File: config.mk
export PLATFORM = sky130hd
export DESIGN_NAME = acq_sequencer
export DESIGN_NICKNAME = d
export VERILOG_FILES = /design/src/rtl/acq_sequencer.sv
export SDC_FILE = /design/constraint.sdc
export NUM_CORES = 1
export LEC_CHECK = 0
export ABC_CLOCK_PERIOD_IN_PS = 3000
export BUFFER_PORTS_ARGS = -buffer_cell sky130_fd_sc_hd__buf_2
export CAP_MARGIN = 20
export CELL_PAD_IN_SITES_DETAIL_PLACEMENT = 1
export CELL_PAD_IN_SITES_GLOBAL_PLACEMENT = 2
export CORE_ASPECT_RATIO = 0.75
export CORE_MARGIN = 3
export CORE_UTILIZATION = 33
export DETAILED_ROUTE_END_ITERATION = 8
export GPL_ROUTABILITY_DRIVEN = 0
export GPL_TIMING_DRIVEN = 0
export PLACE_DENSITY = 0.91
export SYNTH_ARGS = -nofsm -noshare
export SYNTH_HDL_FRONTEND = slang
export SYNTH_SLANG_ARGS = --single-unit
File: constraint.sdc
create_clock -name clk -period 3 [get_ports clk]
set_clock_uncertainty 0.2 [all_clocks]
set_input_delay 0.45 -clock clk [delete_from_list [all_inputs] [get_ports clk]]
set_output_delay 0.45 -clock clk [all_outputs]
set_load 0.005 [all_outputs]
File: src/rtl/acq_sequencer.sv
// Frame-acquisition sequencer: one AD9826 config pass, then N G11620 frames with ping-pong banking.
// Optional watchdog on every wait state when ACQ_SEQ_TIMEOUT_EN is defined; otherwise waits are unbounded.
module acq_sequencer #(
    parameter int                FRAME_W    = 16,
    parameter int                TMO_W      = 24,
    parameter logic [TMO_W-1:0]  TMO_CYCLES = 24'd5000000
) (
    input  logic               clk,
    input  logic               rst_n,
    input  logic               start_in,
    input  logic               abort_in,
    input  logic               cfg_skip_in,
    input  logic [FRAME_W-1:0] frame_num_in,
    output logic               adc_cfg_start_o,
    input  logic               adc_cfg_done_in,
    output logic               g11620_start_o,
    input  logic               ad_sp_in,
    output logic               adc_start_o,
    input  logic               adc_done_in,
    output logic               bank_o,
    output logic [FRAME_W-1:0] frame_cnt_o,
    output logic               busy_o,
    output logic               frame_intr_o,
    output logic               run_done_o,
    output logic               err_o
);

    typedef enum logic [3:0] {
        S_IDLE,
        S_CFG,
        S_CFG_WAIT,
        S_INTEG,
        S_WAIT_SP_HI,
        S_WAIT_SP_LO,
        S_CAPTURE,
        S_FRAME_END,
        S_DONE
    } state_t;

    state_t             state;
    state_t             next_state;
    logic               start_r;
    logic               start_edge;
    logic [FRAME_W-1:0] frame_tgt;
    logic [FRAME_W-1:0] frame_cnt_inc;
    logic               frame_last;
    logic               force_done;
    logic               tmo_hit;
    logic               run_start;
    logic               cfg_pulse;
    logic               integ_pulse;
    logic               cap_go;
    logic               frame_end;
    logic               done_pulse;
    logic               adc_start_q;

    assign start_edge    = start_in & ~start_r;
    assign frame_cnt_inc = frame_cnt_o + 1'b1;
    // A zero target means continuous acquisition: the count simply wraps.
    assign frame_last    = (frame_tgt != '0) && (frame_cnt_inc == frame_tgt);
    assign force_done    = (state != S_IDLE) && (state != S_DONE) && (abort_in || tmo_hit);

`ifdef ACQ_SEQ_TIMEOUT_EN
    logic [TMO_W-1:0] tmo_cnt;
    logic             tmo_wait;

    assign tmo_wait = (state == S_CFG_WAIT) || (state == S_WAIT_SP_HI) ||
                      (state == S_WAIT_SP_LO) || (state == S_CAPTURE);
    assign tmo_hit  = tmo_wait && (tmo_cnt == TMO_CYCLES - 1'b1);

    always_ff @(posedge clk) begin
        if (!rst_n) begin
            tmo_cnt <= '0;
        end else if (next_state != state) begin
            tmo_cnt <= '0;
        end else if (tmo_wait) begin
            tmo_cnt <= tmo_cnt + 1'b1;
        end
    end
`else
    logic [TMO_W-1:0] unused_tmo;

    assign tmo_hit    = 1'b0;
    assign unused_tmo = TMO_CYCLES;
`endif

    always_comb begin
        next_state  = state;
        run_start   = 1'b0;
        cfg_pulse   = 1'b0;
        integ_pulse = 1'b0;
        cap_go      = 1'b0;
        frame_end   = 1'b0;
        done_pulse  = 1'b0;
        case (state)
            S_IDLE: begin
                if (start_edge && !abort_in) begin
                    run_start  = 1'b1;
                    next_state = cfg_skip_in ? S_INTEG : S_CFG;
                end
            end
            S_CFG: begin
                cfg_pulse  = 1'b1;
                next_state = S_CFG_WAIT;
            end
            S_CFG_WAIT: begin
                if (adc_cfg_done_in) begin
                    next_state = S_INTEG;
                end
            end
            S_INTEG: begin
                integ_pulse = 1'b1;
                next_state  = S_WAIT_SP_HI;
            end
            S_WAIT_SP_HI: begin
                if (ad_sp_in) begin
                    next_state = S_WAIT_SP_LO;
                end
            end
            S_WAIT_SP_LO: begin
                if (!ad_sp_in) begin
                    cap_go     = 1'b1;
                    next_state = S_CAPTURE;
                end
            end
            S_CAPTURE: begin
                if (adc_done_in) begin
                    next_state = S_FRAME_END;
                end
            end
            S_FRAME_END: begin
                frame_end  = 1'b1;
                next_state = frame_last ? S_DONE : S_INTEG;
            end
            S_DONE: begin
                done_pulse = 1'b1;
                next_state = S_IDLE;
            end
            default: begin
                next_state = S_IDLE;
            end
        endcase
        // Abort/timeout outranks every other transition and suppresses that cycle's pulses.
        if (force_done) begin
            next_state  = S_DONE;
            cfg_pulse   = 1'b0;
            integ_pulse = 1'b0;
            cap_go      = 1'b0;
            frame_end   = 1'b0;
        end
    end

    always_ff @(posedge clk) begin
        if (!rst_n) begin
            state       <= S_IDLE;
            start_r     <= 1'b0;
            frame_tgt   <= '0;
            frame_cnt_o <= '0;
            bank_o      <= 1'b0;
            err_o       <= 1'b0;
            adc_start_q <= 1'b0;
        end else begin
            state       <= next_state;
            start_r     <= start_in;
            adc_start_q <= cap_go;
            if (run_start) begin
                frame_tgt   <= frame_num_in;
                frame_cnt_o <= '0;
                bank_o      <= 1'b0;
                err_o       <= 1'b0;
            end else if (frame_end) begin
                frame_cnt_o <= frame_cnt_inc;
                bank_o      <= ~bank_o;
            end
            if (force_done) begin
                err_o <= 1'b1;
            end
        end
    end

    // Capture start is registered so it lands the cycle after AD_SP is seen low.
    assign adc_start_o     = adc_start_q;
    assign adc_cfg_start_o = cfg_pulse;
    assign g11620_start_o  = integ_pulse;
    assign frame_intr_o    = frame_end;
    assign run_done_o      = done_pulse;
    assign busy_o          = (state != S_IDLE);

endmodule

Word-level counts from Yosys, hierarchy flattened
Cells that the tools add are included.
{"block": "classes", "n_mux": 21, "shift": 0, "n_div": 0, "n_reduce_logical": 14, "n_bitwise": 5, "n_eq_ne": 20, "n_lt_le_gt_ge": 0, "multipliers": 0, "add_sub_neg": 1}
{"op": "case mux 4 bit (8 select lines)", "count": 1}
{"op": "2-to-1 mux 4 bit", "count": 7}
{"op": "adder 16 x 1 -> 16 bit, second input constant", "count": 1}
{"op": "== test 16 bit", "count": 1}
{"op": "== test 4 x 3 -> 1 bit, second input constant", "count": 4}
{"op": "nonzero test 16 bit", "count": 1}
{"op": "!= test 3 bit, second input constant", "count": 5}
{"op": "2-to-1 mux 1 bit", "count": 12}
{"op": "!= test 2 bit, second input constant", "count": 5}
{"op": "AND reduction 5 bit", "count": 2}
{"op": "== test 4 x 2 -> 1 bit, second input constant", "count": 2}
{"op": "== test 4 x 1 -> 1 bit, second input constant", "count": 1}
{"op": "== test 4 bit, second input constant", "count": 1}
{"op": "logical AND 1 bit", "count": 4}
{"op": "logical NOT 4 bit", "count": 1}
{"op": "!= test 4 bit, second input constant", "count": 1}
{"op": "inverter 1 bit", "count": 4}
{"op": "nonzero test 4 bit", "count": 1}
{"op": "OR reduction 2 bit", "count": 2}
{"op": "OR reduction 3 bit", "count": 1}
{"op": "2-to-1 mux 2 bit", "count": 1}
{"op": "nonzero test 2 bit", "count": 1}
{"op": "AND 1 bit", "count": 1}
{"op": "logical NOT 1 bit", "count": 1}
{"block": "word_totals", "mem_bits_rw": 0, "rom_bits": 0, "in_bits": 24, "elab_cells": 69, "ff_bits": 40, "mem_count": 0, "output_inout_bits": 24, "latchBits": 0}

Longest topological paths before layout
Gate-level depths: netlist of the first run.
{"block": "logic_depth", "word_depth": 7, "mapped_depth": 7, "ltp_nobuf": 7}

Least setup slack after synthesis of the first run
Ideal clock, no wire load.
{"block": "synth_timing", "path_type": "register to register", "from": "register frame_cnt_o[0]", "to": "register state[3]", "t_arrival_ps": 1896, "setup_time_ps": 117, "path_buffers": 0, "stages_incl_launch_ff": 8, "path_slack_ps": 787, "period_less_slack_ps": 2213, "t_required_ps": 2683, "path_cell_list": "dfxtp_1 -> ha_1 -> nand3_2 -> or3_2 -> nand4_1 -> a2111oi_2 -> o2111a_2 -> a22o_1"}
{"block": "synth_between", "elab_chain_cells": 6}
{"item": "from (decl)", "line_no": "21", "source": "output logic [FRAME_W-1:0] frame_cnt_o,"}
{"item": "from (signal assigned)", "line_no": "172", "source": "frame_cnt_o <= frame_cnt_inc;"}
{"item": "adder 16 x 1 -> 16 bit", "line_no": "58", "source": "assign frame_cnt_inc = frame_cnt_o + 1'b1;"}
{"item": "== test 16 bit", "line_no": "60", "source": "assign frame_last = (frame_tgt != '0) && (frame_cnt_inc == frame_tgt);"}
{"item": "logical AND 1 bit", "line_no": "60"}
{"item": "2-to-1 mux 4 bit", "line_no": "133", "source": "next_state = frame_last ? S_DONE : S_INTEG;"}
{"item": "case mux 4 bit (8 select lines)", "line_no": "95", "source": "case (state)"}
{"item": "2-to-1 mux 4 bit", "line_no": "144", "source": "if (force_done) begin"}
{"item": "to (signal assigned)", "line_no": "163", "source": "state <= next_state;"}
{"item": "to (decl)", "line_no": "40", "source": "state_t state;"}
No other way between the ends.
A chain may end at the register's enable or synchronous reset.

Final worst setup path of the first run
{"block": "layout_timing", "from": "register frame_cnt_o[0]", "to": "register state[0]"}
{"block": "layout_between", "elab_chain_cells": 5}
{"item": "adder 16 x 1 -> 16 bit", "line_no": "58"}
{"item": "== test 16 bit", "line_no": "60"}
{"item": "logical AND 1 bit", "line_no": "60"}
{"item": "2-to-1 mux 4 bit", "line_no": "133"}
{"item": "case mux 4 bit (8 select lines)", "line_no": "95"}
No other way between the ends.

==> impl_metrics.py, run 1 <==
metrics = {
    "timing": {
        "maxClockFrequency_mhz": 391.4,
        "hold_viol": 0,
        "rsz0062_at_grt": "false",
        "tightestPinTransition_ps": 599.2,
        "maxSlewHeadroom": 0.5974,
        "setup_violations": 0,
        "fin_setup_tns_ps": 0,
        "layout_min_cycle_time_ps": 2555,
        "min_period_over_period": 0.8517,
        "drv_slew": 0,
    },
    "critical_path": {
        "critical_path_arrival_ps": 2530,
        "cpMaxStageDelayCell": "dfxtp_1",
        "crit_family": "simple AND/OR/NAND/NOR gates",
        "path_buf_inv": 0,
        "critPathLaunchType": "register",
        "cp_max_fo": 10,
        "path_cells": "ha_1 > nand3_2 > nor4_1 > xnor2_1 > o311a_1 > o2111a_2 > o22ai_1",
        "worstSetupPathType": "register to register",
        "slowest_delay_ps": 540,
        "ff2ff_setup_slack_ps": 440,
        "crit_path_end_kind": "register",
        "cp.required_ps": 2980,
    },
    "synthesis": {
        "yosysSeqAreaShare": 0.3432,
        "synth.area.top_cells": "dfxtp_1 (34%), xnor2_1 (9.8%), mux2i_1 (7.7%), nor2b_1 (5.6%), nor2_1 (4.5%)",
        "syn_inst": 258,
        "synth_seq_cells": 40,
        "yosys_warnings": 0,
        "async_reset_ff_frac": 0,
        "yosys_most_used_dff": "dfxtp_1",
        "synth_common_cells": "dfxtp_1 (40), nor2_1 (28), xnor2_1 (26)",
        "synth-edff-count": 0,
        "synth_top_cell_area_share": 0.3432,
        "synth.most_common_cell": "dfxtp_1",
        "syn_area_per_cell_sq_um": 9.045,
        "synth_cell_types": 45,
        "syn-cell-area_sq_um": 2333,
        "syn_nets": 283,
        "yosysTopAreaCell": "dfxtp_1",
    },
    "job": {
        "drv_cap": 0,
    },
    "pwr": {
        "p_clk_frac": 0.369,
        "p_leak_nw": 1.221,
        "power.density_nw_per_um2": 430.7,
        "p_comb_frac": 0.153,
        "seqPwrFrac": 0.478,
        "intPower_uw": 883.9,
        "switchingPower_uw": 314.0,
        "switching_share": 0.2621,
        "ir_drop_uv": 196.6,
    },
    "grt": {
        "grt_pass1_wl_um": 9756,
        "grt_use_total": 0.1527,
        "grt_max_degree": 14,
        "antenna_found_initial": 0,
        "grt_overflow": 0,
        "grt_pass1_vias": 1970,
    },
    "worst_hold_path": {
        "hold_path.class": "input pin to register",
    },
    "route": {
        "wl_per_cell_um": 15.00,
        "num_vias": 1965,
        "drc": 0,
        "drtPass1Iterations": 4,
        "drt-total-wl_um": 5909,
        "viasPerCell": 4.987,
        "drtIter0Drc": 49,
        "antenna_left": 0,
    },
    "final_layout": {
        "diodes": 0,
        "fin_util": 0.4234,
        "area_growth_pct": 19.20,
        "drive_above_1_share": 0.2396,
        "nets": 337,
    },
    "clock_tree": {
        "post-cts-setup-buffers": 0,
        "cts_hold_buffers": 0,
        "cts_tree": "done",
        "clockBufferDepth": 2,
        "clock_sinks": 40,
        "root_buffer": "clkbuf_8",
        "cts_max_level": 2,
        "cts-resized-gates": 0,
        "clk_pin_slew_ps": 80,
        "numCtsBuffers": 5,
        "clk_latency_ps": 290,
    },
    "floorplanning": {
        "die_area_sq_um": 8127,
        "fp.dieW_um": 103.1,
        "core-area_sq_um": 6569,
        "pin_count": 48,
        "start_util": 0.3552,
        "die_h_um": 78.83,
        "row_count": 25,
    },
    "run_status": {
        "status": "finished clean",
    },
    "placed_design": {
        "dp_hpwl_um": 4689,
        "io_buffers": 47,
    },
}
-- cell type report --
type                    instances  area (sq um)
fillers                       814          3787
plain buffers                  14         113.9
well taps                      81         101.3
multi-input cells             199          1400
clock inverters                 3         42.54
clock buffers                   5         68.82
repair buffers                 47         235.2
flip-flops and latches         40         800.8
inverters                       5         18.77
-- power groups by stage --
| stage | combinational [mW] | sequential, mW | clock, mW |
|---|---|---|---|
| 2_1_floorplan | 0.128 | 0.578 | 0 |
| 3_3_place_gp | 0.178 | 0.584 | 0 |
| 3_5_place_dp | 0.183 | 0.584 | 0 |
| 4_1_cts | 0.184 | 0.572 | 0.457 |
| 5_1_grt | 0.202 | 0.575 | 0.480 |
| 6_report | 0.183 | 0.572 | 0.442 |
-- layer usage --
layer	vias to the layer above	routed length, um	GRT usage	part of all wire
li1	998	-	-	-
met1	932	3072	0.2214	0.52
met2	31	2570	0.2330	0.43
met3	4	243	0.03161	0.041
met4	0	23	0.03105	0.0039
met5	-	0	0	0
-- stage by stage --
step / cells / area (sq um) / total power [mW] / setup slack (ps) / hold slack (ps)
after floorplan: 258 / 2333 / 0.7059 / 787.1 / 304.9
after global placement: 386 / 2670 / 0.7615 / 519.7 / 300.0
after detailed placement: 386 / 2670 / 0.7670 / 518.8 / 311.7
after CTS: 394 / 2781 / 1.213 / 453.8 / 178.8
after global routing: 394 / 2781 / 1.257 / 256.9 / 190.9
final: 394 / 2781 / 1.198 / 444.9 / 187.0
-- cell families after synthesis --
group | Yosys count | share of synthesized area
AO/OA/AOI/OAI | 25 | 0.07614
adder cells (fa/ha/maj) | 1 | 0.005361
AND/OR/NAND/NOR | 117 | 0.2987
multiplexers | 18 | 0.07721
buffers and inverters | 19 | 0.05683
flip-flops | 40 | 0.3432
XOR/XNOR | 38 | 0.1426
-- cells in the final DEF, fill, tap and decap left out, drive strengths merged --
| master | synthesis | layout |
|---|---|---|
| nand3 | 4 | 4 |
| bufbuf | 1 | 1 |
| a21oi | 6 | 6 |
| o2111ai | 1 | 1 |
| o311a | 1 | 1 |
| xor2 | 12 | 12 |
| nand2b | 3 | 3 |
| a211oi | 1 | 1 |
| clkbuf | 6 | 11 |
| ha | 1 | 1 |
| nor4 | 10 | 10 |
| or3 | 5 | 5 |
| o22ai | 2 | 2 |
| xnor2 | 26 | 26 |
| nand4 | 8 | 8 |
| clkinv | 0 | 1 |
| a31oi | 1 | 1 |
| inv | 5 | 5 |
| o21ai | 7 | 7 |
| a22o | 1 | 1 |
| nor3b | 1 | 1 |
| o2111a | 1 | 1 |
| nor2 | 28 | 28 |
| a21o | 1 | 1 |
| mux2i | 18 | 18 |
| o22a | 1 | 1 |
| buf | 7 | 54 |
| dfxtp | 40 | 40 |
| nor2b | 21 | 21 |
| nand2 | 20 | 20 |
| and3b | 1 | 1 |
| clkinvlp | 0 | 1 |
| and3 | 1 | 1 |
| and4 | 1 | 1 |
| nor3 | 9 | 9 |
| a2111oi | 2 | 2 |
| nand4b | 1 | 1 |
| and2 | 2 | 2 |
| bufinv | 0 | 1 |
| nor4b | 2 | 2 |
-- state kept, by name (all words and copies together) (netlist names) --
signal,count
frame_tgt,16
adc_start_o,1
frame_cnt_o,16
state,4
bank_o,1
err_o,1
start_r,1
-- worst paths after layout --
check | from | end | cells after the start
setup / recovery | frame_cnt_o[0]$_SDFFE_PP0P_ | state[0]$_SDFFE_PP0P_ | 7
hold / removal | start_in | start_r$_SDFF_PN0_ | 2
setup reg to reg | frame_cnt_o[0]$_SDFFE_PP0P_ | state[0]$_SDFFE_PP0P_ | 7
hold reg to reg | bank_o$_SDFFE_PP0P_ | bank_o$_SDFFE_PP0P_ | 2
(Power assumes the default switching activity.)
==> run 2, diff against run 1 <==
- CORE_ASPECT_RATIO: 0.75 -> 0.7
- CORE_MARGIN: 3 -> 2
==> impl_metrics.py, run 2 (same netlist as run 1, synthesis figures left out) <==
metrics = {
    "final_layout": {
        "reg.largest.list": "frame_cnt_o x16, frame_tgt x16, state x4",
        "area_growth_pct": 19.73,
        "final_area_sq_um": 2794,
        "diodes": 0,
        "most-common-layout-cells": "buf_2 (51), dfxtp_1 (40), nor2_1 (28)",
        "final_common_cell": "buf_2",
        "nets": 337,
        "fin_util": 0.4116,
        "drive_above_1_share": 0.2364,
    },
    "clock_tree": {
        "post-cts-setup-buffers": 0,
        "numCtsBuffers": 5,
        "clk_latency_ps": 290,
        "root_buffer": "clkbuf_8",
        "clockBufferDepth": 2,
        "cts_hold_buffers": 0,
        "cts_max_level": 2,
        "clock_sinks": 40,
        "cts-resized-gates": 0,
        "cts_tree": "done",
        "clk_pin_slew_ps": 80,
    },
    "critical_path": {
        "critPathLaunchType": "register",
        "cp_max_fo": 10,
        "cp.required_ps": 2980,
        "crit_path_end_kind": "register",
        "worstSetupPathType": "register to register",
        "critical_path_arrival_ps": 2500,
    },
    "route": {
        "drt-total-wl_um": 6080,
        "antenna_left": 0,
        "wl_per_cell_um": 14.94,
        "drc": 0,
        "drtPass1Iterations": 4,
        "drtIter0Drc": 70,
        "num_vias": 2003,
        "viasPerCell": 4.921,
    },
    "placed_design": {
        "pre_cts_ws_ps": 472.9,
        "dp_hpwl_um": 4724,
        "io_buffers": 47,
        "dpl_cell_area_sq_um": 2686,
    },
    "timing": {
        "setup_violations": 0,
        "rsz0062_at_grt": "false",
        "tightestPinTransition_ps": 575.3,
        "hold_viol": 0,
        "layout_setup_ws_ps": 475.4,
        "fin_setup_tns_ps": 0,
        "drv_slew": 0,
        "maxSlewHeadroom": 0.6110,
        "layout_min_cycle_time_ps": 2525,
        "maxClockFrequency_mhz": 396.1,
        "min_period_over_period": 0.8415,
    },
    "pwr": {
        "p_leak_nw": 1.222,
        "ir_drop_uv": 190.4,
        "power.density_nw_per_um2": 426.3,
        "totalPowerFinal_mw": 1.191,
    },
    "floorplanning": {
        "pin_count": 48,
        "row_count": 25,
        "start_util": 0.3438,
        "die_area_sq_um": 7770,
        "fp.dieW_um": 104.5,
        "die_h_um": 74.36,
        "core-area_sq_um": 6788,
    },
    "grt": {
        "grt_overflow": 0,
        "grt_pass1_vias": 1996,
        "grt_pass1_wl_um": 10030,
        "antenna_found_initial": 0,
        "grt_use_total": 0.1645,
        "grt_max_degree": 13,
    },
    "worst_hold_path": {
        "hold_path.class": "input pin to register",
    },
    "job": {
        "drv_cap": 0,
    },
    "run_status": {
        "status": "finished clean",
    },
}
run 2: changes by cell type in the layout (fill, tap and decap cells not counted):
cell        previous run  this run
clkbuf_1               4         5
clkinvlp_4             1         0
run 2: layout make-up:
cell class,instances,area (sq um)
clock buffer,6,72.57
timing repair buffer,47,235.2
sequential,40,800.8
tap,94,117.6
multi-input combinational,199,1400
buffer,14,113.9
clock inverter,2,35.03
fill,840,3994
inverter,5,18.77
run 2: where the power goes:
group	total, mW	leakage [nW]	switching [mW]	internal (mW)
Combinational	0.182	0.843	0.0957	0.0864
Clock	0.436	0.0552	0.189	0.247
Sequential	0.573	0.324	0.0215	0.551
run 2: per-layer routing:
layer | vias up | track usage | share of wire
li1 | 1003 | - | -
met3 | 8 | 0.03418 | 0.033
met5 | - | 0 | 0
met1 | 958 | 0.2295 | 0.53
met4 | 0 | 0.04505 | 0.011
met2 | 34 | 0.2614 | 0.43
run 2: final timing paths:
check                                               to  slack (ps)                        start  depth (start not counted)
worst min-delay path            adc_start_o$_SDFF_PP0_         180                     ad_sp_in                          2
worst min register to register     bank_o$_SDFFE_PP0P_         320          bank_o$_SDFFE_PP0P_                          2
worst max-delay path             state[0]$_SDFFE_PP0P_         480  frame_cnt_o[0]$_SDFFE_PP0P_                          7
worst max register to register   state[0]$_SDFFE_PP0P_         480  frame_cnt_o[0]$_SDFFE_PP0P_                          7
run 2: critical path: stages (launching register included):
cell,delay (ps)
dfxtp_1,550
ha_1,330
nand3_2,230
o21ai_0,240
nand4_1,140
a2111oi_2,340
o2111a_2,300
o22ai_1,70
run 2: stage by stage:
stage          hold slack, ps  cells
2_1_floorplan           304.9    258
5_1_grt                 178.6    407
6_report                178.8    407
4_1_cts                 165.6    407
3_5_place_dp            308.9    399
3_3_place_gp            300.6    399
